<file path="src/rtl/multicycle_addsub.sv">
// Multi-cycle adder/subtractor: one CHUNK-bit ripple stage reused per clock,
// LSB chunk first, with start/busy/done handshake and carry/overflow/zero flags.
module multicycle_addsub #(
    parameter int WIDTH = 32,
    parameter int CHUNK = 8
) (
    input  logic             clk,
    input  logic             rst_n,
    input  logic             start,
    input  logic             sub,
    input  logic [WIDTH-1:0] a,
    input  logic [WIDTH-1:0] b,
    output logic             busy,
    output logic             done,
    output logic [WIDTH-1:0] result,
    output logic             carry_out,
    output logic             overflow,
    output logic             zero
);

    localparam int NCHUNK = WIDTH / CHUNK;
    localparam int IW = (NCHUNK > 1) ? $clog2(NCHUNK) : 1;
    localparam logic [IW-1:0] LAST_IDX = IW'(NCHUNK - 1);
    localparam logic [WIDTH-1:0] CHUNK_MASK = WIDTH'({CHUNK{1'b1}});

    typedef enum logic [1:0] {
        IDLE,
        RUN,
        DONE
    } state_t;

    state_t           state;
    logic [WIDTH-1:0] op_a;
    logic [WIDTH-1:0] op_b;
    logic [WIDTH-1:0] acc;
    logic             carry;
    logic [IW-1:0]    idx;

    int unsigned      base;
    logic [CHUNK-1:0] a_chk;
    logic [CHUNK-1:0] b_chk;
    logic [CHUNK:0]   sum;
    logic             msb_cin;
    logic             last;
    logic [WIDTH-1:0] acc_next;

    always_comb begin
        base  = 32'(idx) * 32'(CHUNK);
        a_chk = CHUNK'(op_a >> base);
        b_chk = CHUNK'(op_b >> base);
        sum   = {1'b0, a_chk} + {1'b0, b_chk} + {{CHUNK{1'b0}}, carry};
        // sum bit = a ^ b ^ cin, so the carry into the top bit falls out directly
        msb_cin  = sum[CHUNK-1] ^ a_chk[CHUNK-1] ^ b_chk[CHUNK-1];
        last     = (idx == LAST_IDX);
        acc_next = (acc & ~(CHUNK_MASK << base))
                 | (WIDTH'(sum[CHUNK-1:0]) << base);
    end

    always_ff @(posedge clk or negedge rst_n) begin
        if (!rst_n) begin
            state     <= IDLE;
            op_a      <= '0;
            op_b      <= '0;
            acc       <= '0;
            carry     <= 1'b0;
            idx       <= '0;
            busy      <= 1'b0;
            done      <= 1'b0;
            result    <= '0;
            carry_out <= 1'b0;
            overflow  <= 1'b0;
            zero      <= 1'b0;
        end else begin
            unique case (state)
                IDLE, DONE: begin
                    done <= 1'b0;
                    if (start) begin
                        op_a  <= a;
                        op_b  <= sub ? ~b : b;
                        carry <= sub;
                        idx   <= '0;
                        busy  <= 1'b1;
                        state <= RUN;
                    end else begin
                        state <= IDLE;
                    end
                end
                RUN: begin
                    acc   <= acc_next;
                    carry <= sum[CHUNK];
                    if (last) begin
                        result    <= acc_next;
                        carry_out <= sum[CHUNK];
                        overflow  <= msb_cin ^ sum[CHUNK];
                        zero      <= (acc_next == '0);
                        busy      <= 1'b0;
                        done      <= 1'b1;
                        state     <= DONE;
                    end else begin
                        idx <= idx + 1'b1;
                    end
                end
                default: begin
                    busy  <= 1'b0;
                    done  <= 1'b0;
                    state <= IDLE;
                end
            endcase
        end
    end

endmodule

</file>
<file path="config.mk">
export PLATFORM = sky130hd
export DESIGN_NAME = multicycle_addsub
export DESIGN_NICKNAME = d
export VERILOG_FILES = /design/src/rtl/multicycle_addsub.sv
export SDC_FILE = /design/constraint.sdc
export NUM_CORES = 1
export LEC_CHECK = 0
export CORE_ASPECT_RATIO = 0.6
export CORE_MARGIN = 5
export CORE_UTILIZATION = 55
export CTS_CLUSTER_SIZE = 25
export DETAILED_ROUTE_END_ITERATION = 12
export PLACE_DENSITY = 0.82
export SYNTH_ARGS = -nofsm -noshare
export SYNTH_HDL_FRONTEND = slang
export SYNTH_SLANG_ARGS = --single-unit
</file>
<file path="constraint.sdc">
create_clock -name clk -period 6 [get_ports clk]
set_clock_uncertainty 0.2 [all_clocks]
set_input_delay 0.9 -clock clk [delete_from_list [all_inputs] [get_ports clk]]
set_output_delay 0.9 -clock clk [all_outputs]
set_load 0.05 [all_outputs]
</file>
# Word level (Yosys, flattened, before mapping)

Cells that the tools add are included.

Shift-type cells: 4
$add $sub $neg: 3
Magnitude comparators: 0
Div/mod/pow operators: 0
Eq/ne operators: 6
$mul: 0
Bitwise logic cells: 7
Mux-type cells: 14
Reduce and logical (&&, ||, !) cells: 9

Operator list:

| cell                 | number |
|---|---|
| $not 32->32          | 2 |
| $shr 32x5->8         | 2 |
| $and 32x32->32       | 1 |
| $logic_not 32->1     | 1 |
| $mux 32              | 1 |
| $or 32x32->32        | 1 |
| $shl 8x5->32         | 1 |
| $shl 8x5->32 const A | 1 |
| $add 8x8->9          | 1 |
| $add 9x1->9          | 1 |
| $pmux 2 s2           | 2 |
| $reduce_and 2->1     | 4 |
| $mux 1               | 6 |
| $mux 2               | 3 |
| $ne 2x2->1 const B   | 3 |
| $eq 2x2->1 const B   | 2 |
| $pmux 1 s2           | 2 |
| $reduce_and 3->1     | 1 |
| $xor 1x1->1          | 3 |
| $add 2x1->2 const B  | 1 |
| $eq 2x1->1 const B   | 1 |
| $logic_not 2->1      | 1 |
| $reduce_bool 2->1    | 1 |
| $reduce_or 2->1      | 1 |

Memory bits (read-only): 0
Flip-flop bits (word level): 138
Memories: 0
Memory bits (writable): 0
Latch bits: 0

# Depth between registers and ports, before layout

Gate-level depths: netlist of run 1.

Word-level depth: 6
Depth in mapped cells: 13
Depth with buffers taken out: 11

# Least setup slack after synthesis of run 1

OpenSTA, ideal clock, no wires.

Path kind: reg-to-reg
Start: register idx[0]
End: register zero
Required time: 5.679 ns
Clock period less this slack: 3.429 ns
Setup slack: 2.571 ns
Library setup time: 0.121 ns
Arrival time: 3.107 ns
Buffers on the path: 3
Stages on the path, launching flop included: 13
Path through: dfrtp_1 -> buf_6 -> buf_12 -> buf_2 -> mux4_2 -> ha_1 -> nor2b_1 -> o2111ai_1 -> nand3b_1 -> xor2_1 -> a2111oi_2 -> o211a_1 -> a32o_2

Longest elaborated chain between the ends: 6
Elaborated cells on any way between the ends: 12
Those cells by class: add/sub: 2; eq/ne: 1; shift: 4; bitwise: 3; reduce/logical: 2

RTL lines:

| item                            | line   | text |
|---|---|---|
| from (decl)                     | 37     | `logic [IW-1:0] idx;` |
| from (signal assigned)          | 100    | `idx <= idx + 1'b1;` |
| $shr 32x5->8 (on tied branches) | 49, 50 |  |
| $add 8x8->9                     | 51     | `sum = {1'b0, a_chk} + {1'b0, b_chk} + {{CHUNK{1'b0}}, carry};` |
| $add 9x1->9                     | 51     |  |
| $shl 8x5->32                    | 56     | `\| (WIDTH'(sum[CHUNK-1:0]) << base);` |
| $or 32x32->32                   | 56     |  |
| $logic_not 32->1                | 95     | `zero <= (acc_next == '0);` |
| to (signal assigned)            | 95     |  |
| to (decl)                       | 18     | `output logic zero` |

Parallel ways exist; a longest one is shown, timed or not.
A chain may end at the register's enable or synchronous reset.

# Worst setup path after layout of run 1

Ends and elaborated chain as after synthesis.

==> run_results.csv, run 1 <==
group,metric,value,unit
final_layout,final_common_cell,"nand2_1",
placement,place_hpwl,11900,µm
clocking,cts_tree,"yes",
global_route,grtUsageTotal,0.249,
clocking,path_clk_slew,0.06,ns
final_layout,n_antenna_cell,0,
floorplanning,initial_core_util,0.563,
synth,synth_cells,619,
sta,rsz0062_at_grt,"no",
global_route,grt_antenna_before_repair,0,
setup_path,required,6.10,ns
flow_run,maxCapViolations,0,
global_route,grt_pass1_vias,4903,
route,wl_per_cell,19.0,µm
synth,ys.warnings.count,0,
clocking,root_buffer,"clkbuf_16",
setup_path,crit_path_cell_trace,"mux4_2 > fa_1 > inv_1 > fa_1 > nor2b_1 > o2111ai_1 > nand3b_1 > xor2_1 > a2111oi_2 > o211a_1 > a32o_2",
hold_path,hold_depth,2,
route,via_per_inst,5.69,
sta,whs,0.276,ns
final_layout,fillCellCount,823,
sta,worst_pin_slew,0.892,ns
clocking,htreeDepth,4,
synth,syn_avg_cell_area,10.3,µm²
route,num_vias,5023,
floorplanning,num_io_pins,105,
setup_path,cp_common_cell,"fa_1",
final_layout,drive_above_1_share,0.111,
final_layout,area_growth,26.3,%
synth,synthesis.area,6380,µm²
setup_path,crit_fanout,17,
global_route,grt_max_degree,98,
clocking,post_cts_resized,0,
setup_path,r2r_cells,11,
synth,ys_types,60,
synth,syn_nets,700,
sta,setup_viol_count_final,0,
setup_path,cpPeakStageDelay,0.89,ns
sta,slew_headroom,0.401,
global_route,grt_pass1_wl,26600,µm
synth,seq_area_frac_synth,0.506,
status,status,"finished, final reports clean",
floorplanning,coreArea,11300,µm²
placement,finalWeightedCongestion,0.883,
sta,finalSetupTns,0,ns
route,dr.pass1.iters,5,
clocking,clkLatencyLatePin,0.41,ns
route,ant_nets,0,
final_layout,final_nets,792,
final_layout,final_cell_mix,"nand2_1, dfrtp_1, clkdlybuf4s50_1, o21ai_0, xnor2_1",
floorplanning,die_h,93.4,µm
setup_path,path_class,"flip-flop to flip-flop",
synth,synth_flop_cell,"dfrtp_1",
setup_path,start_kind,"flip-flop",
sta,hold_viol_final,0,
setup_path,cp-end-kind,"flip-flop",
floorplanning,die_width,149,µm
sta,min_period_over_period,0.711,
sta,maxSlewViolCount,0,
synth,ys_seq_elements,129,
setup_path,arrival,4.37,ns
synth,synth_top_area_frac,0.506,
clocking,clock_path_buffers,2,
clocking,ctsHoldBuffers,0,
route,dr.first_iter.drc_count,462,
clocking,cts_inserted_buffers,17,
floorplanning,dieArea,13900,µm²
route,drc,0,
placement,numPortBuffers,104,
synth,ys_top_cells_by_area,"dfrtp_1, nand2_1, mux4_2",
global_route,globalRouteOverflowTotal,0,
sta,post-route-min-period,4.27,ns
hold_path,worstHoldPathType,"flip-flop to flip-flop",
clocking,postCtsSetupRepairBufs,0,
floorplanning,std_cell_rows,30,
setup_path,critPathSlowestCell,"dfrtp_1",
route,totalWireLength,16800,µm
sta,fmax,0.234,GHz
synth,synth-edff-count,0,
clocking,cts_sinks,129,
synth,synth_top_area_cell,"dfrtp_1",
synth,async_reset_ff_frac,1.00,
## layer usage
metal | vias to the layer above | share of wire | GRT usage
met3 | 22 | 0.075 | 0.0615
met2 | 225 | 0.42 | 0.342
met5 | - | 0 | 0
met1 | 2455 | 0.50 | 0.394
li1 | 2321 | - | -
met4 | 0 | 0.010 | 0.0602
## registers in the layout, indices dropped and copies added, names as in the netlist, 2 cells and up
name / count
op_a: 32
op_b: 32
result: 32
acc: 24
idx: 2
## synthesized netlist by cell type (all sizes together), types with 2 or more instances
cell type  number
a22oi          13
a21o            2
o31ai           3
nand2b          5
clkbuf         31
fa              2
nor4            3
a221oi          3
o22ai           3
nand3b          2
and2b           5
nor2b           9
buf             6
nand3           3
inv            12
ha             11
a21oi          16
nor2           14
o21ai          70
mux4           16
o21a            2
dfrtp         129
xnor2          37
xor2            2
a211oi          2
nor3            7
nand2         170
a22o           23
o2111ai         2
## through the flow
stage	instance area (µm²)	util	std cells	setup slack (ns)
floorplan	6380	-	619	2.57
global placement	7440	0.656	852	1.92
detailed placement	7440	0.656	852	1.82
CTS	8060	0.711	883	1.78
global route	8060	0.711	883	1.49
finish	8060	0.711	883	1.73
## area by class of cell
class                           instances  area, µm²  area share
Timing Repair Buffer                  110       1080       0.134
Tap cell                              160        200      0.0249
Inverter                               13       75.1     0.00932
Sequential cell                       129       3230       0.401
Clock inverter                         13        186      0.0231
Clock buffer                           18        429      0.0533
Multi-Input combinational cell        440       2860       0.355
## worst paths after layout
| kind | start | to | slack [ns] |
|---|---|---|---|
| worst max-delay path | idx[0]$_DFFE_PN0P_ | zero$_DFFE_PN0P_ | 1.73 |
| worst min-delay path | result[1]$_DFFE_PN0P_ | result[1]$_DFFE_PN0P_ | 0.28 |
| worst max register to register | idx[0]$_DFFE_PN0P_ | zero$_DFFE_PN0P_ | 1.73 |
| worst min register to register | result[1]$_DFFE_PN0P_ | result[1]$_DFFE_PN0P_ | 0.28 |
| max in group asynchronous | rst_n | op_b[25]$_DFFE_PN0P_ | 3.91 |
| min in group asynchronous | rst_n | result[2]$_DFFE_PN0P_ | 0.36 |
## critical path, delay by kind of cell, from the launching register on
kind	cells	cell delay, ns
AO/OA/AOI/OAI	4	0.76
XOR/XNOR	1	0.69
adder cells (fa/ha/maj)	2	0.68
buffers and inverters	1	0.10
flip-flops	1	0.89
multiplexers	1	0.62
AND/OR/NAND/NOR	2	0.21
## cells by family (layout without fill, tap and decap cells)
logic type                 Yosys count  after routing  synth area share
xor gates and xnor gates            39             39            0.0577
AOI/OAI and AO/OA                  145            145             0.146
and+or+nand+nor                    225            225             0.156
buffers and inverters               50            154            0.0465
adders and majority gates           13             13            0.0279
muxes                               18             18            0.0598
DFF                                129            129             0.506
Power of run 1 is not shown: default switching activity piles up to over one toggle a cycle in this logic, so the estimate is an artifact.
==> inputs of run 2 (changes only) <==
--- a/config.mk
+++ b/config.mk
@@ -7,10 +7,10 @@
 export LEC_CHECK = 0
 export CORE_ASPECT_RATIO = 0.6
 export CORE_MARGIN = 5
-export CORE_UTILIZATION = 55
+export CORE_UTILIZATION = 48
 export CTS_CLUSTER_SIZE = 25
 export DETAILED_ROUTE_END_ITERATION = 12
-export PLACE_DENSITY = 0.82
+export PLACE_DENSITY = 0.76
 export SYNTH_ARGS = -nofsm -noshare
 export SYNTH_HDL_FRONTEND = slang
 export SYNTH_SLANG_ARGS = --single-unit
==> constraint.sdc (replaced) <==
create_clock -name clk -period 3.8 [get_ports clk]
set_clock_uncertainty 0.2 [all_clocks]
set_input_delay 0.57 -clock clk [delete_from_list [all_inputs] [get_ports clk]]
set_output_delay 0.57 -clock clk [all_outputs]
set_load 0.05 [all_outputs]
==> run_results.csv, run 2 (same netlist as run 1, synthesis figures left out) <==
group,metric,value,unit
status,status,"finished, final reports clean",
placement,place_hpwl,11900,µm
final_layout,largestRegisters,"op_a (32), op_b (32), result (32)",
sta,fmax,0.283,GHz
sta,finalSetupTns,0,ns
global_route,grtUsageTotal,0.214,
final_layout,drive_above_1_share,0.124,
floorplanning,die_h,99.3,µm
sta,rsz0062_at_grt,"no",
clocking,cts_sinks,129,
sta,slew_headroom,0.416,
clocking,clock_path_buffers,2,
setup_path,crit_fanout,17,
clocking,htreeDepth,4,
route,drc,0,
sta,setup_viol_count_final,0,
route,totalWireLength,16500,µm
final_layout,final_nets,801,
setup_path,path_class,"flip-flop to flip-flop",
floorplanning,initial_core_util,0.493,
route,via_per_inst,5.54,
global_route,grt_pass1_wl,27000,µm
flow_run,maxCapViolations,0,
final_layout,fillCellCount,1011,
route,wl_per_cell,18.2,µm
route,ant_nets,0,
setup_path,cp-end-kind,"flip-flop",
floorplanning,dieArea,15800,µm²
final_layout,final_common_cell,"nand2_1",
clocking,root_buffer,"clkbuf_16",
sta,hold_viol_final,0,
setup_path,r2r_setup_slack,0.26,ns
final_layout,area_growth,27.8,%
clocking,post_cts_resized,0,
placement,numPortBuffers,104,
setup_path,required,3.95,ns
global_route,grt_antenna_before_repair,0,
sta,post-route-min-period,3.54,ns
clocking,clkLatencyLatePin,0.42,ns
floorplanning,coreArea,12900,µm²
global_route,grt_pass1_vias,4995,
clocking,cts_inserted_buffers,17,
hold_path,worstHoldPathType,"input pin to asynchronous set/reset pin",
clocking,postCtsSetupRepairBufs,0,
floorplanning,std_cell_rows,32,
floorplanning,die_width,159,µm
placement,place_inst,871,
clocking,ctsHoldBuffers,0,
clocking,cts_tree,"yes",
setup_path,r2r_cells,9,
setup_path,rr_startpoint,"idx[0]$_DFFE_PN0P_",
final_layout,n_antenna_cell,0,
setup_path,start_kind,"flip-flop",
final_layout,final_cells,903,
floorplanning,num_io_pins,105,
final_layout,final_cell_mix,"nand2_1, dfrtp_1, clkdlybuf4s50_1, o21ai_0, xnor2_1",
global_route,grt_max_degree,97,
route,dr.first_iter.drc_count,399,
placement,finalWeightedCongestion,0.943,
clocking,path_clk_slew,0.06,ns
sta,maxSlewViolCount,0,
sta,min_period_over_period,0.931,
global_route,globalRouteOverflowTotal,0,
setup_path,r2r_end,"zero$_DFFE_PN0P_",
route,dr.pass1.iters,5,
sta,worst_pin_slew,0.876,ns
setup_path,arrival,3.69,ns
route,num_vias,5003,
run 2: worst max-delay path: stages, from the launching register on:
cell       delay [ns]
dfrtp_1          0.45
buf_4            0.30
mux4_2           0.57
ha_1             0.32
a21o_1           0.20
a211oi_1         0.45
o22ai_1          0.22
a2111oi_2        0.40
o211a_1          0.20
a32o_2           0.16
run 2: routing by layer:
metal  part of all wire  wire (µm)  track usage
met4             0.0098        162       0.0588
met1               0.50       8280        0.329
met2               0.40       6600        0.290
met5                  0          0            0
met3              0.086       1420       0.0696
run 2: worst max path at each step:
stage                  startpoint               end  slack [ns]
2_1_floorplan  idx[0]$_DFFE_PN0P_  zero$_DFFE_PN0P_        0.37
3_3_place_gp   idx[0]$_DFFE_PN0P_  zero$_DFFE_PN0P_        0.47
3_5_place_dp   idx[0]$_DFFE_PN0P_  zero$_DFFE_PN0P_        0.35
4_1_cts        idx[0]$_DFFE_PN0P_  zero$_DFFE_PN0P_        0.31
5_1_grt        idx[0]$_DFFE_PN0P_  zero$_DFFE_PN0P_        0.03
6_report       idx[0]$_DFFE_PN0P_  zero$_DFFE_PN0P_        0.26
run 2: area by class of cell:
| cell class | count | area [µm²] | area share |
|---|---|---|---|
| tap | 170 | 213 | 0.0261 |
| inverter | 13 | 75.1 | 0.00921 |
| sequential | 129 | 3230 | 0.396 |
| timing repair buffer | 119 | 1160 | 0.142 |
| multi-input combinational | 440 | 2860 | 0.351 |
| clock inverter | 14 | 178 | 0.0218 |
| clock buffer | 18 | 439 | 0.0539 |
run 2: metrics by stage:
stage	hold WS (ns)	instance area, µm²	util	worst slack (ns)
floorplan	0.0744	6380	-	0.371
global placement	0.259	7530	0.582	0.465
detailed placement	0.262	7530	0.582	0.351
CTS	0.0457	8150	0.630	0.312
global route	0.0865	8150	0.630	0.0321
finish	0.0193	8150	0.630	0.263
Power of run 2 is left out for the same reason.
==> inputs of run 3 (changes only) <==
--- a/config.mk
+++ b/config.mk
@@ -5,12 +5,15 @@
 export SDC_FILE = /design/constraint.sdc
 export NUM_CORES = 1
 export LEC_CHECK = 0
+export ABC_CLOCK_PERIOD_IN_PS = 3800
 export CORE_ASPECT_RATIO = 0.6
 export CORE_MARGIN = 5
 export CORE_UTILIZATION = 48
 export CTS_CLUSTER_SIZE = 25
 export DETAILED_ROUTE_END_ITERATION = 12
 export PLACE_DENSITY = 0.76
+export REMOVE_ABC_BUFFERS = 1
+export SLEW_MARGIN = 20
 export SYNTH_ARGS = -nofsm -noshare
 export SYNTH_HDL_FRONTEND = slang
 export SYNTH_SLANG_ARGS = --single-unit
==> run_results.csv, run 3 (same netlist as run 1, synthesis figures left out) <==
group,metric,value,unit
final_layout,seqCellArea,3230,µm²
final_layout,largestRegisters,"op_a (32), op_b (32), result (32)",
floorplanning,std_cell_rows,32,
clocking,post_cts_resized,0,
setup_path,r2r_setup_slack,0.34,ns
final_layout,n_antenna_cell,0,
global_route,globalRouteOverflowTotal,0,
global_route,grt_pass1_vias,4995,
setup_path,start_kind,"flip-flop",
sta,finalSetupTns,0,ns
final_layout,final_common_cell,"nand2_1",
floorplanning,die_h,99.3,µm
clocking,postCtsSetupRepairBufs,0,
route,ant_nets,0,
global_route,grt_pass1_wl,27200,µm
placement,placed_cell_area,7510,µm²
clocking,clkLatencyLatePin,0.42,ns
floorplanning,dieArea,15800,µm²
clocking,cts_sinks,129,
route,dr.pass1.iters,5,
setup_path,cp-end-kind,"flip-flop",
global_route,grt_antenna_before_repair,0,
floorplanning,die_width,159,µm
setup_path,path_class,"flip-flop to flip-flop",
route,totalWireLength,16100,µm
sta,hold_viol_final,0,
setup_path,cp-startpoint,"idx[0]$_DFFE_PN0P_",
final_layout,multi_input_area,2860,µm²
sta,slew_headroom,0.389,
sta,fmax,0.289,GHz
route,wl_per_cell,17.9,µm
placement,place_hpwl,11600,µm
placement,finalWeightedCongestion,0.954,
sta,worst_pin_slew,0.916,ns
final_layout,drive_above_1_share,0.112,
sta,maxSlewViolCount,0,
route,dr.first_iter.drc_count,388,
final_layout,fillCellCount,1047,
sta,rsz0062_at_grt,"no",
route,num_vias,4988,
route,via_per_inst,5.55,
sta,post-route-min-period,3.46,ns
floorplanning,coreArea,12900,µm²
flow_run,maxCapViolations,0,
hold_path,worstHoldPathType,"input pin to asynchronous set/reset pin",
final_layout,final_area,8060,µm²
sta,min_period_over_period,0.910,
clocking,root_buffer,"clkbuf_16",
floorplanning,initial_core_util,0.493,
placement,numPortBuffers,104,
clocking,htreeDepth,4,
clocking,cts_inserted_buffers,17,
floorplanning,num_io_pins,105,
global_route,grt_max_degree,97,
final_layout,final_cell_mix,"nand2_1, dfrtp_1, clkdlybuf4s50_1, o21ai_0, xnor2_1",
status,status,"finished, final reports clean",
setup_path,required,3.95,ns
setup_path,rr_startpoint,"idx[0]$_DFFE_PN0P_",
final_layout,area_growth,26.4,%
clocking,ctsHoldBuffers,0,
sta,setup_viol_count_final,0,
clocking,cts_tree,"yes",
final_layout,final_nets,798,
setup_path,arrival,3.60,ns
clocking,path_clk_slew,0.05,ns
setup_path,crit_fanout,14,
route,drc,0,
clocking,clock_path_buffers,2,
global_route,grtUsageTotal,0.217,
run 3: per-stage QoR:
step | hold slack, ns | cells | setup slack [ns] | util
finish | 0.0896 | 899 | 0.342 | 0.623
global route | 0.171 | 899 | 0.124 | 0.623
CTS | 0.116 | 899 | 0.331 | 0.623
detailed placement | 0.263 | 868 | 0.368 | 0.581
global placement | 0.256 | 868 | 0.464 | 0.581
floorplan | 0.0744 | 582 | -0.170 | -
run 3: path summary, 6_finish.rpt:
path                            cells after the start                     to
worst max-delay path                                9       zero$_DFFE_PN0P_
worst min-delay path                                1  result[5]$_DFFE_PN0P_
worst max register to register                      9       zero$_DFFE_PN0P_
worst min register to register                      2   op_a[19]$_DFFE_PN0P_
max in group asynchronous                           2   op_b[12]$_DFFE_PN0P_
min in group clk                                    2   op_a[19]$_DFFE_PN0P_
run 3: metal layers:
layer,GRT usage,share of wire,up-vias,wire [µm]
met5,0,0,-,0
met4,0.0549,0.010,0,169
met3,0.0638,0.096,17,1550
met2,0.289,0.41,219,6590
met1,0.342,0.48,2423,7820
li1,-,-,2329,-
run 3: critical path: stages (launching register included):
cell and delay (ns):
dfrtp_1 0.46, buf_4 0.30, mux4_2 0.59, ha_1 0.33
a21o_1 0.21, a211oi_1 0.37, o22ai_1 0.20, a2111oi_2 0.38
o211a_1 0.19, a32o_2 0.16
run 3: cell type report:
class                      instances  area share
clock buffer                      26      0.0619
clock inverter                     5     0.00652
inverter                          13     0.00931
multi-input combinational        440       0.354
sequential                       129       0.400
tap                              170      0.0264
timing repair buffer             116       0.141
Power of run 3 is left out for the same reason.
